===== src/rtl/cam_arb_pkg.sv =====
// Shared types and constants for the camera SDRAM write arbiter.
package cam_arb_pkg;

   typedef enum logic [0:0] {
      IDLE  = 1'b0,
      BURST = 1'b1
   } arb_state_e;

   localparam logic RQ_LWIR = 1'b0;
   localparam logic RQ_SWIR = 1'b1;

   localparam int MAX_BURST_DEF = 16;

   // A burst length is legal when it is non-zero and no larger than the master allows.
   function automatic logic bc_legal(input int bc, input int max_bc);
      return (bc != 0) && (bc <= max_bc);
   endfunction

endpackage


===== src/rtl/rr_arbiter2.sv =====
// Two-way burst arbiter: round-robin on last_grant, or fixed priority to requester 0.
module rr_arbiter2 (
   input  logic [1:0] req,
   input  logic       last_grant,
   input  logic       rr_en,
   output logic [1:0] grant
);

   // one-hot pick among the active requests
   always_comb begin
      grant = 2'b00;
      case (req)
         2'b01:   grant = 2'b01;
         2'b10:   grant = 2'b10;
         2'b11: begin
            if (rr_en && !last_grant) begin
               grant = 2'b10;
            end else begin
               grant = 2'b01;
            end
         end
         default: grant = 2'b00;
      endcase
   end

endmodule


===== src/rtl/cam_sdram_wr_arbiter.sv =====
// Shares one f2h_sdram Avalon-MM write master between the LWIR (rq0) and SWIR (rq1) capture paths.
module cam_sdram_wr_arbiter
   import cam_arb_pkg::*;
#(
   parameter int ADDR_W    = 32,
   parameter int DATA_W    = 64,
   parameter int BURST_W   = 5,
   parameter int MAX_BURST = MAX_BURST_DEF,
   parameter int RR_EN     = 1
) (
   input  logic                clk_clk,
   input  logic                reset_reset_n,
   input  logic                enable,
   input  logic                rq0_req,
   input  logic [ADDR_W-1:0]   rq0_addr,
   input  logic [BURST_W-1:0]  rq0_burstcount,
   output logic                rq0_ack,
   output logic                rq0_err,
   input  logic [DATA_W-1:0]   rq0_wdata,
   input  logic                rq0_wvalid,
   output logic                rq0_wready,
   input  logic                rq1_req,
   input  logic [ADDR_W-1:0]   rq1_addr,
   input  logic [BURST_W-1:0]  rq1_burstcount,
   output logic                rq1_ack,
   output logic                rq1_err,
   input  logic [DATA_W-1:0]   rq1_wdata,
   input  logic                rq1_wvalid,
   output logic                rq1_wready,
   output logic [ADDR_W-1:0]   avm_address,
   output logic [BURST_W-1:0]  avm_burstcount,
   output logic                avm_write,
   output logic [DATA_W-1:0]   avm_writedata,
   output logic [DATA_W/8-1:0] avm_byteenable,
   input  logic                avm_waitrequest,
   output logic                busy,
   output logic                grant_id,
   output logic [15:0]         burst_cnt0,
   output logic [15:0]         burst_cnt1
);

   localparam logic [BURST_W-1:0] BC_ONE = BURST_W'(1);

   arb_state_e          state_r;
   logic                last_grant_r;
   logic                grant_id_r;
   logic [ADDR_W-1:0]   addr_r;
   logic [BURST_W-1:0]  bc_r;
   logic [BURST_W-1:0]  rem_r;
   logic [1:0]          ack_r;
   logic [1:0]          err_r;
   logic [15:0]         cnt0_r;
   logic [15:0]         cnt1_r;

   logic [1:0]          cand_s;
   logic [1:0]          gnt_s;
   logic                sel_id_s;
   logic [ADDR_W-1:0]   sel_addr_s;
   logic [BURST_W-1:0]  sel_bc_s;
   logic                sel_legal_s;
   logic                wr_s;
   logic [DATA_W-1:0]   wd_s;
   logic [1:0]          wready_s;
   logic                beat_s;

   // Requests are only considered in IDLE; a request whose ack is on the wire this cycle
   // has already been consumed, so it must not be taken a second time.
   always_comb begin
      if (state_r == IDLE) begin
         cand_s = {rq1_req, rq0_req} & {enable, enable} & ~ack_r;
      end else begin
         cand_s = 2'b00;
      end
      sel_id_s = gnt_s[1];
      if (sel_id_s == RQ_SWIR) begin
         sel_addr_s = rq1_addr;
         sel_bc_s   = rq1_burstcount;
      end else begin
         sel_addr_s = rq0_addr;
         sel_bc_s   = rq0_burstcount;
      end
      sel_legal_s = bc_legal(int'(sel_bc_s), MAX_BURST);
   end

   rr_arbiter2 u_arb (
      .req        (cand_s),
      .last_grant (last_grant_r),
      .rr_en      (RR_EN != 0),
      .grant      (gnt_s)
   );

   // beat path: granted requester drives the master directly while in BURST
   always_comb begin
      wr_s     = 1'b0;
      wd_s     = {DATA_W{1'b0}};
      wready_s = 2'b00;
      if (state_r == BURST) begin
         if (grant_id_r == RQ_SWIR) begin
            wr_s     = rq1_wvalid;
            wd_s     = rq1_wdata;
            wready_s = {!avm_waitrequest, 1'b0};
         end else begin
            wr_s     = rq0_wvalid;
            wd_s     = rq0_wdata;
            wready_s = {1'b0, !avm_waitrequest};
         end
      end else begin
         wr_s     = 1'b0;
         wd_s     = {DATA_W{1'b0}};
         wready_s = 2'b00;
      end
      beat_s = wr_s & !avm_waitrequest;
   end

   // FSM, burst latch, beat countdown and completion counters
   always_ff @(posedge clk_clk or negedge reset_reset_n) begin
      if (!reset_reset_n) begin
         state_r      <= IDLE;
         last_grant_r <= 1'b1;
         grant_id_r   <= 1'b0;
         addr_r       <= {ADDR_W{1'b0}};
         bc_r         <= {BURST_W{1'b0}};
         rem_r        <= {BURST_W{1'b0}};
         ack_r        <= 2'b00;
         err_r        <= 2'b00;
         cnt0_r       <= 16'd0;
         cnt1_r       <= 16'd0;
      end else begin
         ack_r <= 2'b00;
         err_r <= 2'b00;
         case (state_r)
            IDLE: begin
               if (|gnt_s) begin
                  ack_r <= gnt_s;
                  if (sel_legal_s) begin
                     addr_r     <= sel_addr_s;
                     bc_r       <= sel_bc_s;
                     rem_r      <= sel_bc_s;
                     grant_id_r <= sel_id_s;
                     state_r    <= BURST;
                  end else begin
                     err_r <= gnt_s;
                  end
               end
            end
            BURST: begin
               if (beat_s) begin
                  rem_r <= rem_r - BC_ONE;
                  if (rem_r == BC_ONE) begin
                     state_r      <= IDLE;
                     last_grant_r <= grant_id_r;
                     if (grant_id_r == RQ_SWIR) begin
                        cnt1_r <= cnt1_r + 16'd1;
                     end else begin
                        cnt0_r <= cnt0_r + 16'd1;
                     end
                  end
               end
            end
            default: state_r <= IDLE;
         endcase
      end
   end

   assign rq0_ack        = ack_r[0];
   assign rq1_ack        = ack_r[1];
   assign rq0_err        = err_r[0];
   assign rq1_err        = err_r[1];
   assign rq0_wready     = wready_s[0];
   assign rq1_wready     = wready_s[1];
   assign avm_address    = addr_r;
   assign avm_burstcount = bc_r;
   assign avm_write      = wr_s;
   assign avm_writedata  = wd_s;
   assign avm_byteenable = {(DATA_W/8){1'b1}};
   assign busy           = (state_r == BURST);
   assign grant_id       = grant_id_r;
   assign burst_cnt0     = cnt0_r;
   assign burst_cnt1     = cnt1_r;

endmodule

===== config.mk =====
export PLATFORM = sky130hd
export DESIGN_NAME = cam_sdram_wr_arbiter
export DESIGN_NICKNAME = d
export VERILOG_FILES = /design/src/rtl/cam_arb_pkg.sv /design/src/rtl/rr_arbiter2.sv /design/src/rtl/cam_sdram_wr_arbiter.sv
export SDC_FILE = /design/constraint.sdc
export NUM_CORES = 1
export LEC_CHECK = 0
export BUFFER_PORTS_ARGS = -buffer_cell sky130_fd_sc_hd__buf_2
export CORE_AREA = 2 2 140 142
export CTS_BUF_LIST = sky130_fd_sc_hd__clkbuf_4
export CTS_CLUSTER_DIAMETER = 120
export DETAILED_ROUTE_END_ITERATION = 10
export DIE_AREA = 0 0 142 144
export GPL_TIMING_DRIVEN = 0
export PLACE_DENSITY = 0.55
export SETUP_SLACK_MARGIN = 0.05
export SLEW_MARGIN = 15
export SYNTH_ARGS = -nofsm -noshare
export SYNTH_HDL_FRONTEND = slang
export SYNTH_HIERARCHICAL = 1
export SYNTH_SLANG_ARGS = --single-unit
export TNS_END_PERCENT = 30

===== constraint.sdc =====
create_clock -name clk_clk -period 5.7 [get_ports clk_clk]
set_input_delay 0.57 -clock clk_clk [delete_from_list [all_inputs] [get_ports clk_clk]]
set_output_delay 0.57 -clock clk_clk [all_outputs]
set_load 0.1 [all_outputs]

==> qor.yml <==
clock_network:
  clockRootBuffer: "clkbuf_4"
  cts_inserted_buffers: 9
  clk_latency_ns: 0.44
  post_cts_buffers: 0
  cts_htree_levels: 3
  cts_tree: "yes"
  hold_buffers: 0
  tritoncts_num_sinks: 81
  clock_path_buffers: 2
  post_cts_resized: 0
  clk_pin_slew_ns: 0.13
synthesis:
  avgSynthCellArea_um2: 10.93
  ys_seq_area_share_pct: 39.32
  yosysUniqueCellTypes: 42
  synth-seq-cells: 81
  synth-warning-count: 6
  synthArstFlopShare_pct: 100.0
  synth_ff_type: "dfrtp_1"
  netlist_area_mm2: 0.005159
  synth_edf_count: 0
  syn_inst: 472
detailed_routing:
  drc_errors: 0
  wire_per_inst_um: 16.31
  wl_mm: 17.75
  firstDrtPassIters: 4
  via_per_inst: 4.483
  drt_iter0_markers: 81
  vias: 4878
  ant_nets: 0
sta:
  rsz0062_at_grt: "no"
  finalHoldViolCount: 0
  tightest_slew_ns: 0.7731
  slew_viol_final: 0
  timing.slew.headroom_pct: 48.46
  finalCritPeriodShare_pct: 61.11
  finalCriticalPeriod_ns: 3.483
  clock_skew_ns: 0.02424
  fin_tns_setup_ns: 0
  clock.fmax_ghz: 0.2871
  setup_viol: 0
setup_path:
  arrival_ns: 2.91
  crit_required_ns: 5.13
  cp_max_fo: 10
  crit_type: "register to primary output"
  crit_path_start_kind: "register"
  crit_path_end_kind: "primary output"
run:
  drv_cap: 0
grt:
  overflow: 0
  grt_pass1_wl_mm: 25.24
  grt_max_degree: 50
  antenna_found_initial: 2
  grt_usage_pct: 16.05
  grt_pass1_vias: 4615
min_path:
  hold_class: "input port to async pin"
die:
  core_mm2: 0.01908
  initial_utilization_pct: 27.04
  die_x_um: 142
  die-area_mm2: 0.02045
  fp.dieH_um: 144
  io_pins: 360
  fp-row-count: 51
cells_and_area:
  drive_above_1_share_pct: 55.66
  area_growth_pct: 43.88
  nets: 1057
placement:
  gp_congestion: 0.8183
  place_hpwl_mm: 14.74
  port_buffers: 351
outcome:
  outcome: "completed"
==> worst max-delay path: stages (launching register included) <==
cell	delay [ns]
dfrtp_1	0.38
buf_2	0.31
buf_2	0.39
buf_1	0.57
mux2i_1	0.19
nor2b_1	0.17
buf_2	0.46
==> area by class of cell <==
class                      count  area, um2
antenna                        2      5.005
inverter                       6      22.52
clock buffer                  12      90.09
timing repair buffer         352       1787
buffer                        35      172.7
clock inverter                 4      53.80
tap                          238      297.8
sequential                    81       2028
fill                        1954      11660
multi-input combinational    358       2965
==> placed cells by master (no fill, tap or decap), drive strengths merged, types with 3 or more instances in the layout <==
cell    netlist  final
clkbuf       13     25
nor3          3      3
o21ai         7      7
nand3        15     15
xnor2        28     28
o221a         3      3
a21oi         3      3
nand4        12     12
ha            4      4
nor4          5      5
nor2b        67     67
and3          6      6
nand2b        4      4
buf          22    374
nor4b         3      3
mux2i        67     67
dfrtp        80     80
inv           6      6
mux2         76     76
nand2        18     18
nor2         11     11
conb          1      9
==> state kept, by name (all words and copies together) (netlist names) <==
register        count
avm_address        32
last_grant_r        1
rem_r               5
ack_r               2
avm_burstcount      5
burst_cnt0         16
err_r               2
burst_cnt1         16
grant_id            1
busy                1
==> stage by stage <==
stage | instance area [um2] | utilization (%) | hold slack [ns] | setup WS [ns] | std cells
after CTS | 7417 | 38.87 | 0.04021 | 2.064 | 1086
after global routing | 7420 | 38.89 | 0.04916 | 1.937 | 1087
final | 7422 | 38.90 | 0.06168 | 2.217 | 1088
after detailed placement | 7273 | 38.12 | 0.4585 | 2.164 | 1070
after global placement | 7243 | 37.96 | 0.4570 | 2.220 | 1069
after floorplan | 5189 | - | 0.2744 | 1.705 | 480
==> layer usage <==
metal	wire (um)	up-vias	global-route usage, %
met5	0	-	0
met4	262	0	4.789
met3	1209	15	3.874
met2	9547	190	30.13
met1	6731	2292	17.94
li1	-	2381	-
==> worst paths after layout <==
kind / start / to / slack (ns) / cells after the start
min in group clk_clk: burst_cnt1[15] / burst_cnt1[15] / 0.48 / 1
max in group asynchronous: reset_reset_n / avm_burstcount[1] / 5.01 / 2
worst max register to register: busy / avm_address[0] / 2.26 / 8
worst min-delay path: reset_reset_n / avm_address[10] / 0.06 / 1
worst max-delay path: grant_id / avm_writedata[57] / 2.22 / 6
worst min register to register: burst_cnt1[15] / burst_cnt1[15] / 0.48 / 1
==> synth_stat cells (all sizes together) (4+ instances only) <==
cell type   n  area (um2)
and3        6       37.54
buf        22       123.9
clkbuf     13       48.80
dfrtp      80        2002
ha          4       50.05
inv         6       22.52
mux2       76       855.8
mux2i      67       683.2
nand2      18       67.56
nand2b      4       32.53
nand3      15       75.07
nand4      12       75.07
nor2       11       41.29
nor2b      67       419.2
nor4        5       76.32
o21ai       7       35.03
xnor2      28       245.2
==> kinds of logic after synthesis <==
logic type | after synthesis | synth area share [%]
and+or+nand+nor | 153 | 18.31
muxes | 143 | 29.83
DFF | 81 | 39.32
buffers and inverters | 41 | 3.784
xor gates and xnor gates | 30 | 5.094
AOI/OAI and AO/OA | 19 | 2.619
adders and majority gates | 4 | 0.9702
other | 1 | 0.07269
Power is left out: the tool's default activity adds up to more than one toggle a clock period on the data nets, which glitch-free logic cannot reach.
